[src/rtl/eddsa_msg_feeder.sv]
// Packs a 64-bit host word stream into 1024-bit blocks for the EdDSA25519 core.
// It marks the final block and reports the total message length in bits.
module eddsa_msg_feeder #(
   parameter int WIDTH      = 64,
   parameter int SIZE_BLOCK = 1024
) (
   input  logic                  clk,
   input  logic                  rst,
   input  logic                  clr,
   input  logic [WIDTH-1:0]      s_data,
   input  logic                  s_valid,
   input  logic                  s_last,
   input  logic [3:0]            s_nbytes,
   output logic                  s_ready,
   input  logic                  block_ready,
   output logic [1:0]            block_valid,
   output logic [SIZE_BLOCK-1:0] message,
   output logic [WIDTH-1:0]      len_message,
   output logic                  busy
);
   localparam int NUM_WORDS = SIZE_BLOCK / WIDTH;
   localparam int CNT_W     = $clog2(NUM_WORDS);
   localparam int IDX_W     = $clog2(SIZE_BLOCK);
   localparam int BYTES     = WIDTH / 8;

   localparam logic [0:0] ST_FILL = 1'b0;
   localparam logic [0:0] ST_SEND = 1'b1;

   localparam logic [1:0] BV_NONE  = 2'b00;
   localparam logic [1:0] BV_MID   = 2'b01;
   localparam logic [1:0] BV_FINAL = 2'b11;

   localparam logic [CNT_W-1:0] CNT_LAST = CNT_W'(NUM_WORDS - 1);

   logic [0:0]            state_r;
   logic [CNT_W-1:0]      cnt_r;
   logic [SIZE_BLOCK-1:0] message_r;
   logic [1:0]            block_valid_r;
   logic [WIDTH-1:0]      len_r;
   logic                  busy_r;
   logic                  s_ready_r;

   logic                  word_xfer_s;
   logic [3:0]            nb_s;
   logic [WIDTH-1:0]      word_s;
   logic [WIDTH-1:0]      len_add_s;
   logic [IDX_W-1:0]      base_s;

   // Keeps bytes 0..nb-1 (byte 0 is the most significant) and zeroes the rest.
   function automatic logic [WIDTH-1:0] keep_bytes(input logic [WIDTH-1:0] data,
                                                   input logic [3:0]       nb);
      logic [WIDTH-1:0] res;
      res = {WIDTH{1'b0}};
      for (int i = 0; i < BYTES; i++) begin
         if (i < int'(nb)) begin
            res[WIDTH-1-8*i -: 8] = data[WIDTH-1-8*i -: 8];
         end else begin
            res[WIDTH-1-8*i -: 8] = 8'h00;
         end
      end
      return res;
   endfunction

   // Word-path decode: tail masking, length increment and target slot.
   always_comb begin
      word_xfer_s = s_valid & s_ready_r;
      if (s_nbytes > 4'(BYTES)) begin
         nb_s = 4'(BYTES);
      end else begin
         nb_s = s_nbytes;
      end
      if (s_last) begin
         word_s    = keep_bytes(s_data, nb_s);
         len_add_s = WIDTH'({nb_s, 3'b000});
      end else begin
         word_s    = s_data;
         len_add_s = WIDTH'(WIDTH);
      end
      base_s = IDX_W'((NUM_WORDS - 1 - int'(cnt_r)) * WIDTH);
   end

   // Fill/send state machine; clr acts as a synchronous copy of the reset.
   always_ff @(posedge clk or posedge rst) begin
      if (rst) begin
         state_r       <= ST_FILL;
         cnt_r         <= {CNT_W{1'b0}};
         message_r     <= {SIZE_BLOCK{1'b0}};
         block_valid_r <= BV_NONE;
         len_r         <= {WIDTH{1'b0}};
         busy_r        <= 1'b0;
         s_ready_r     <= 1'b1;
      end else if (clr) begin
         state_r       <= ST_FILL;
         cnt_r         <= {CNT_W{1'b0}};
         message_r     <= {SIZE_BLOCK{1'b0}};
         block_valid_r <= BV_NONE;
         len_r         <= {WIDTH{1'b0}};
         busy_r        <= 1'b0;
         s_ready_r     <= 1'b1;
      end else begin
         case (state_r)
            ST_FILL: begin
               if (word_xfer_s) begin
                  message_r[base_s +: WIDTH] <= word_s;
                  cnt_r  <= cnt_r + CNT_W'(1);
                  busy_r <= 1'b1;
                  // A new message restarts the length; later words accumulate.
                  len_r  <= busy_r ? (len_r + len_add_s) : len_add_s;
                  if (s_last) begin
                     state_r       <= ST_SEND;
                     block_valid_r <= BV_FINAL;
                     s_ready_r     <= 1'b0;
                  end else if (cnt_r == CNT_LAST) begin
                     state_r       <= ST_SEND;
                     block_valid_r <= BV_MID;
                     s_ready_r     <= 1'b0;
                  end
               end
            end
            ST_SEND: begin
               if (block_ready) begin
                  state_r       <= ST_FILL;
                  cnt_r         <= {CNT_W{1'b0}};
                  message_r     <= {SIZE_BLOCK{1'b0}};
                  block_valid_r <= BV_NONE;
                  s_ready_r     <= 1'b1;
                  if (block_valid_r == BV_FINAL) begin
                     busy_r <= 1'b0;
                  end
               end
            end
            default: begin
               state_r       <= ST_FILL;
               cnt_r         <= {CNT_W{1'b0}};
               message_r     <= {SIZE_BLOCK{1'b0}};
               block_valid_r <= BV_NONE;
               s_ready_r     <= 1'b1;
            end
         endcase
      end
   end

   assign s_ready     = s_ready_r;
   assign block_valid = block_valid_r;
   assign message     = message_r;
   assign len_message = len_r;
   assign busy        = busy_r;

endmodule

[config.mk]
export PLATFORM = sky130hd
export DESIGN_NAME = eddsa_msg_feeder
export DESIGN_NICKNAME = d
export VERILOG_FILES = /design/src/rtl/eddsa_msg_feeder.sv
export SDC_FILE = /design/constraint.sdc
export NUM_CORES = 2
export LEC_CHECK = 0
export ABC_AREA = 1
export CORE_AREA = 4 4 453 455
export CTS_BUF_LIST = sky130_fd_sc_hd__clkbuf_8
export DETAILED_ROUTE_END_ITERATION = 8
export DIE_AREA = 0 0 457 459
export HOLD_SLACK_MARGIN = 0.08
export PLACE_DENSITY_LB_ADDON = 0.3
export SETUP_SLACK_MARGIN = 0.3
export SLEW_MARGIN = 40
export SYNTH_ARGS = -nofsm -noshare
export SYNTH_HDL_FRONTEND = slang
export SYNTH_SLANG_ARGS = --single-unit
[constraint.sdc]
create_clock -name clk -period 61.6 [get_ports clk]
set_clock_uncertainty 0.1 [all_clocks]
set_input_delay 9.24 -clock clk [delete_from_list [all_inputs] [get_ports clk]]
set_output_delay 9.24 -clock clk [all_outputs]
set_load 0.005 [all_outputs]
# Word-level counts from Yosys, hierarchy flattened
# Index checks and enable logic that the tools add are counted.
# op_classes
addsub,4
magnitude_cmp,9
eq_ne,7
shifts,2
mux,47
n_bitwise,2
reduce_logical,5
# op_table
op,n
$mux 1024,3
$pmux 1024 s2,1
$bwmux 1024,1
$shift 64x12->1024 const A,1
$shiftx 64x12->1024,1
$mux 64,5
$add 64x64->64,1
$mux 8,8
$lt 3x4->1 const A,4
$mux 4,4
$mux 1,14
$neg 10->12,1
$mux 2,5
$lt 1x4->1 const A,2
$lt 2x4->1 const A,2
$pmux 4 s2,1
$mux 7,1
$ne 3x3->1 const B,2
$pmux 1 s2,3
$reduce_and 3->1,2
$add 4x1->4 const B,1
$eq 4x4->1 const B,1
$gt 4x4->1 const B,1
$ne 4x4->1 const B,1
9 further kinds,10
# word_totals
regBits,1097
input_bits,74
out_inout_bits,1092

# Longest topological paths before layout
# depth
depth_word,10
mapped_depth,18
depth_no_buf,16

# Least setup slack after synthesis
# No wires, ideal clock.
# synth_path
path_kind,input -> register
from,input s_last
to,"register len_r[47], in the netlist len_message[47]"
setup_time_ns,0.122
arrival_ns,11.585
t_required_ns,61.378
path_slack_ns,49.793
stages,15
cell_sequence,inv_1 -> nor2_1 -> clkinv_1 -> clkbuf_1 -> buf_1 -> nor2_1 -> ha_1 -> fa_1 -> nand3_1 -> nand3_1 -> nand3_1 -> nor2_1 -> nand4_1 -> nor3_1 -> nor2_1
# synth_between
elab_chain_cells,6
# synth_rtl
element,line_no,text
"start, declared",12,"input logic s_last,"
$mux 7,72,if (s_last) begin
$add 64x64->64,108,len_r <= busy_r ? (len_r + len_add_s) : len_add_s;
$mux 64,108,
$mux 64,103,if (word_xfer_s) begin
$mux 64,101,case (state_r)
$mux 64,92,end else if (clr) begin
"end signal, assigned",89,len_r <= {WIDTH{1'b0}};
"end signal, assigned",97,len_r <= {WIDTH{1'b0}};
"end signal, assigned",108,
"end, declared",39,logic [WIDTH-1:0] len_r;
# No other way between the ends. The select of a mux whose other input is x is not followed.
# A chain may end at the register's enable or synchronous reset.

# Worst setup path in the final report
# layout_path
from,input clr
to,"register message_r[565], in the netlist message[565]"
# layout_between
elab_chain_cells,2
elab_cells_between_ends,4
# layout_rtl
element,line_no,text
"start, declared",9,"input logic clr,"
$ne 3x3->1 (no line),-,
$reduce_and 2->1 (no line),-,
"end signal, assigned",87,message_r <= {SIZE_BLOCK{1'b0}};
"end signal, assigned",95,message_r <= {SIZE_BLOCK{1'b0}};
"end signal, assigned by index",104,message_r[base_s +: WIDTH] <= word_s;
"end, declared",37,logic [SIZE_BLOCK-1:0] message_r;
# Parallel ways exist; a longest one is shown, timed or not.

==> flow_metrics.py <==
metrics = {
    "outcome": {
        "status": "complete, no violations",
    },
    "pwr": {
        "total_power_mw": 1.71,
        "ir_drop_v": 0.0000192,
        "p_leak_nw": 26.5,
        "pwr_density_cell_nw_per_um2": 26.7,
    },
    "clock_network": {
        "cts_made_buffers": 200,
        "htreeDepth": 4,
        "postCtsResizedCells": 0,
        "cts-root-buf": "clkbuf_8",
        "cts_hold_buf": 0,
        "cts_tree": "done",
        "clock_sinks": 1094,
        "cts_setup_buffers": 0,
        "clk_latency_ns": 0.99,
        "clk_pin_slew_worst_paths_ns": 0.06,
        "cts_max_path_buffers": 3,
    },
    "grt": {
        "grt_pass1_vias": 41600,
        "grt_pass1_wl_mm": 360,
        "overflow": 0,
        "antenna_found_initial": 48,
        "grtUsageMet1_pct": 30.4,
        "grt_usage_pct": 24.5,
        "top_usage_layer": "met2",
        "grt_max_degree": 96,
        "met3_usage_pct": 7.92,
        "grt.met2_usage_pct": 38.1,
    },
    "yosys": {
        "yosysSeqAreaShare_pct": 61.5,
        "ys_async_sr_fraction_pct": 100,
        "synth.cell_area_um2": 44500,
        "yosysTopAreaCell": "dfrtp_1",
        "yosysTopAreaCellShare_pct": 61.4,
        "synth-seq-cells": 1094,
        "ys_warn_count": 0,
        "syn_avg_cell_area_um2": 9.59,
        "synthTopCellsByCount": "dfrtp_1 (1093), inv_1 (834), o22ai_1 (643), nand2_1 (544), o21ai_0 (358)",
        "yosysMostFrequentCell": "dfrtp_1",
        "synth_area_leaders": "dfrtp_1 (61%), o22ai_1 (9.0%), inv_1 (7.0%)",
        "synth-edff-count": 0,
        "synth.distinct_cells": 47,
        "synth_cells": 4646,
        "synth_ff_type": "dfrtp_1",
    },
    "sta": {
        "tightestPinTransition_ns": 0.934,
        "fmax_ghz": 0.0800,
        "period_minus_slack_ns": 12.49,
        "drv_slew": 0,
        "slew_headroom_pct": 37.7,
        "rsz0062_at_grt": "false",
        "tns_ns": 0,
        "whs_ns": 0.380,
        "setup_viol": 0,
        "hold_viol": 0,
        "post-route-period-util_pct": 20.3,
    },
    "drt": {
        "wl_per_cell_um": 30.6,
        "drtIter0Drc": 3995,
        "drt-vias-per-instance": 4.80,
        "wirelength_mm": 266,
        "via_count": 41600,
        "final_antenna_net_count": 0,
        "first_pass_iters": 5,
        "drc": 0,
    },
    "setup_path": {
        "start_kind": "primary input",
        "critical_path_required_ns": 62.35,
        "path_cells": "clkdlybuf4s50_1 > inv_1 > nand2_2 > nor2_4 > buf_6 > clkinv_1 > o21ai_4 > buf_4 > nand2_1 > o21ai_1",
        "worstSetupEndpointType": "flip-flop",
        "worstRegToRegCells": 9,
        "arrival_ns": 13.24,
        "crit_path_top_delay_cell": "clkinv_1",
        "timing.rr.end": "message[316]",
        "crit_type": "in2reg",
        "max_stage_delay_ns": 0.67,
        "critPathLaunch": "clr",
        "cp-endpoint": "message[565]",
        "r2r-start": "cnt_r[0]",
        "worstPathMaxFanout": 70,
        "r2r_setup_slack_ns": 56.85,
    },
    "hold_path": {
        "worstHoldPathType": "reg2reg",
    },
    "placed_design": {
        "hpwl_mm": 187,
        "io_buffers": 1162,
        "globalplace.congestion": 0.889,
        "dpl-instance-area_um2": 59300,
    },
    "cells_and_area": {
        "fillers": 21000,
        "stdcell_area_um2": 64000,
        "nets": 5899,
        "syn2layout_area_growth_pct": 43.6,
        "layout-drive-gt1-share_pct": 8.43,
    },
    "floorplan": {
        "die_h_um": 459,
        "die_area_um2": 210000,
        "boundaryPins": 1166,
        "core_um2": 201000,
        "start_util_pct": 22.1,
        "num_rows": 165,
        "die_w_um": 457,
    },
    "flow_run": {
        "cap_violations": 0,
    },
}
==> per-layer routing <==
| metal | vias up | routed length (um) |
|---|---|---|
| met5 | - | 67 |
| met1 | 21200 | 107000 |
| met3 | 394 | 24700 |
| met4 | 8 | 14400 |
| met2 | 2091 | 120000 |
| li1 | 18000 | - |
==> placed cells by master, fill, tap and decap left out, types with 5 or more instances in the layout <==
master	n
nand3_4	6
a21oi_4	10
inv_1	880
ha_1	6
nand4_1	105
clkinv_2	17
buf_4	60
nor3_1	74
nor2_1	142
buf_8	6
o22ai_1	643
a21oi_1	27
bufinv_16	14
nor2_2	5
buf_6	32
nand3_1	178
o21ai_1	252
clkbuf_8	265
clkdlybuf4s50_1	1162
nand2_1	525
o21ai_0	358
dfrtp_1	1092
nand2_2	19
o21a_1	5
nor2_4	9
inv_2	11
diode_2	20
clkinvlp_4	6
==> worst max-delay path: cells and delay by family <==
family | cells | cell delay (ns)
buf+inv | 5 | 2.49
compound gates | 2 | 0.48
simple gates | 3 | 0.83
==> how the worst min path moves through the flow <==
stage / end / cells after the start / start / slack [ns]
floorplan: message[320] / 2 / message[320] / 0.38
global placement: message[323] / 2 / message[323] / 0.37
detailed placement: message[364] / 2 / message[364] / 0.37
CTS: message[364] / 2 / message[364] / 0.39
global route: message[463] / 2 / message[463] / 0.41
finish: message[369] / 2 / message[369] / 0.38
==> area by class of cell <==
cell class | count | area [um^2] | share of cell area, %
Clock buffer | 264 | 3630 | 5.68
Inverter | 846 | 3210 | 5.01
Multi-Input combinational cell | 2408 | 12800 | 20.0
Timing Repair Buffer | 1267 | 12700 | 19.8
Sequential cell | 1094 | 27400 | 42.8
Clock inverter | 101 | 886 | 1.38
Tap cell | 2672 | 3340 | 5.23
Antenna cell | 20 | 50.0 | 0.0782
==> state kept, by name, summed over array words and instances (netlist names) <==
signal       cells
block_valid      2
s_ready          1
busy             1
cnt_r            4
len_message     61
message       1024
state_r          1
==> logic make-up after synthesis <==
group           count (synthesis)  share of synthesized area (%)
compound gates               1303                           16.7
buf+inv                      1146                           10.4
flops                        1094                           61.5
simple gates                 1088                           11.0
fa+ha+maj                       8                          0.242
xor+xnor                        6                          0.118
other cells                     1                        0.00842
==> where the power goes <==
group / switching [mW] / internal [mW]
combinational: 0.150 / 0.0379
clock: 0.348 / 0.443
sequential: 0.00408 / 0.724
==> metrics by stage <==
step | std cells | setup WS, ns | util (%)
floorplan | 4648 | 21.46 | -
finish | 8672 | 49.11 | 31.8
detailed placement | 8284 | 48.02 | 29.5
CTS | 8649 | 49.12 | 31.7
global placement | 8276 | 47.73 | 29.3
global route | 8660 | 48.91 | 31.8
(Power assumes the default switching activity.)
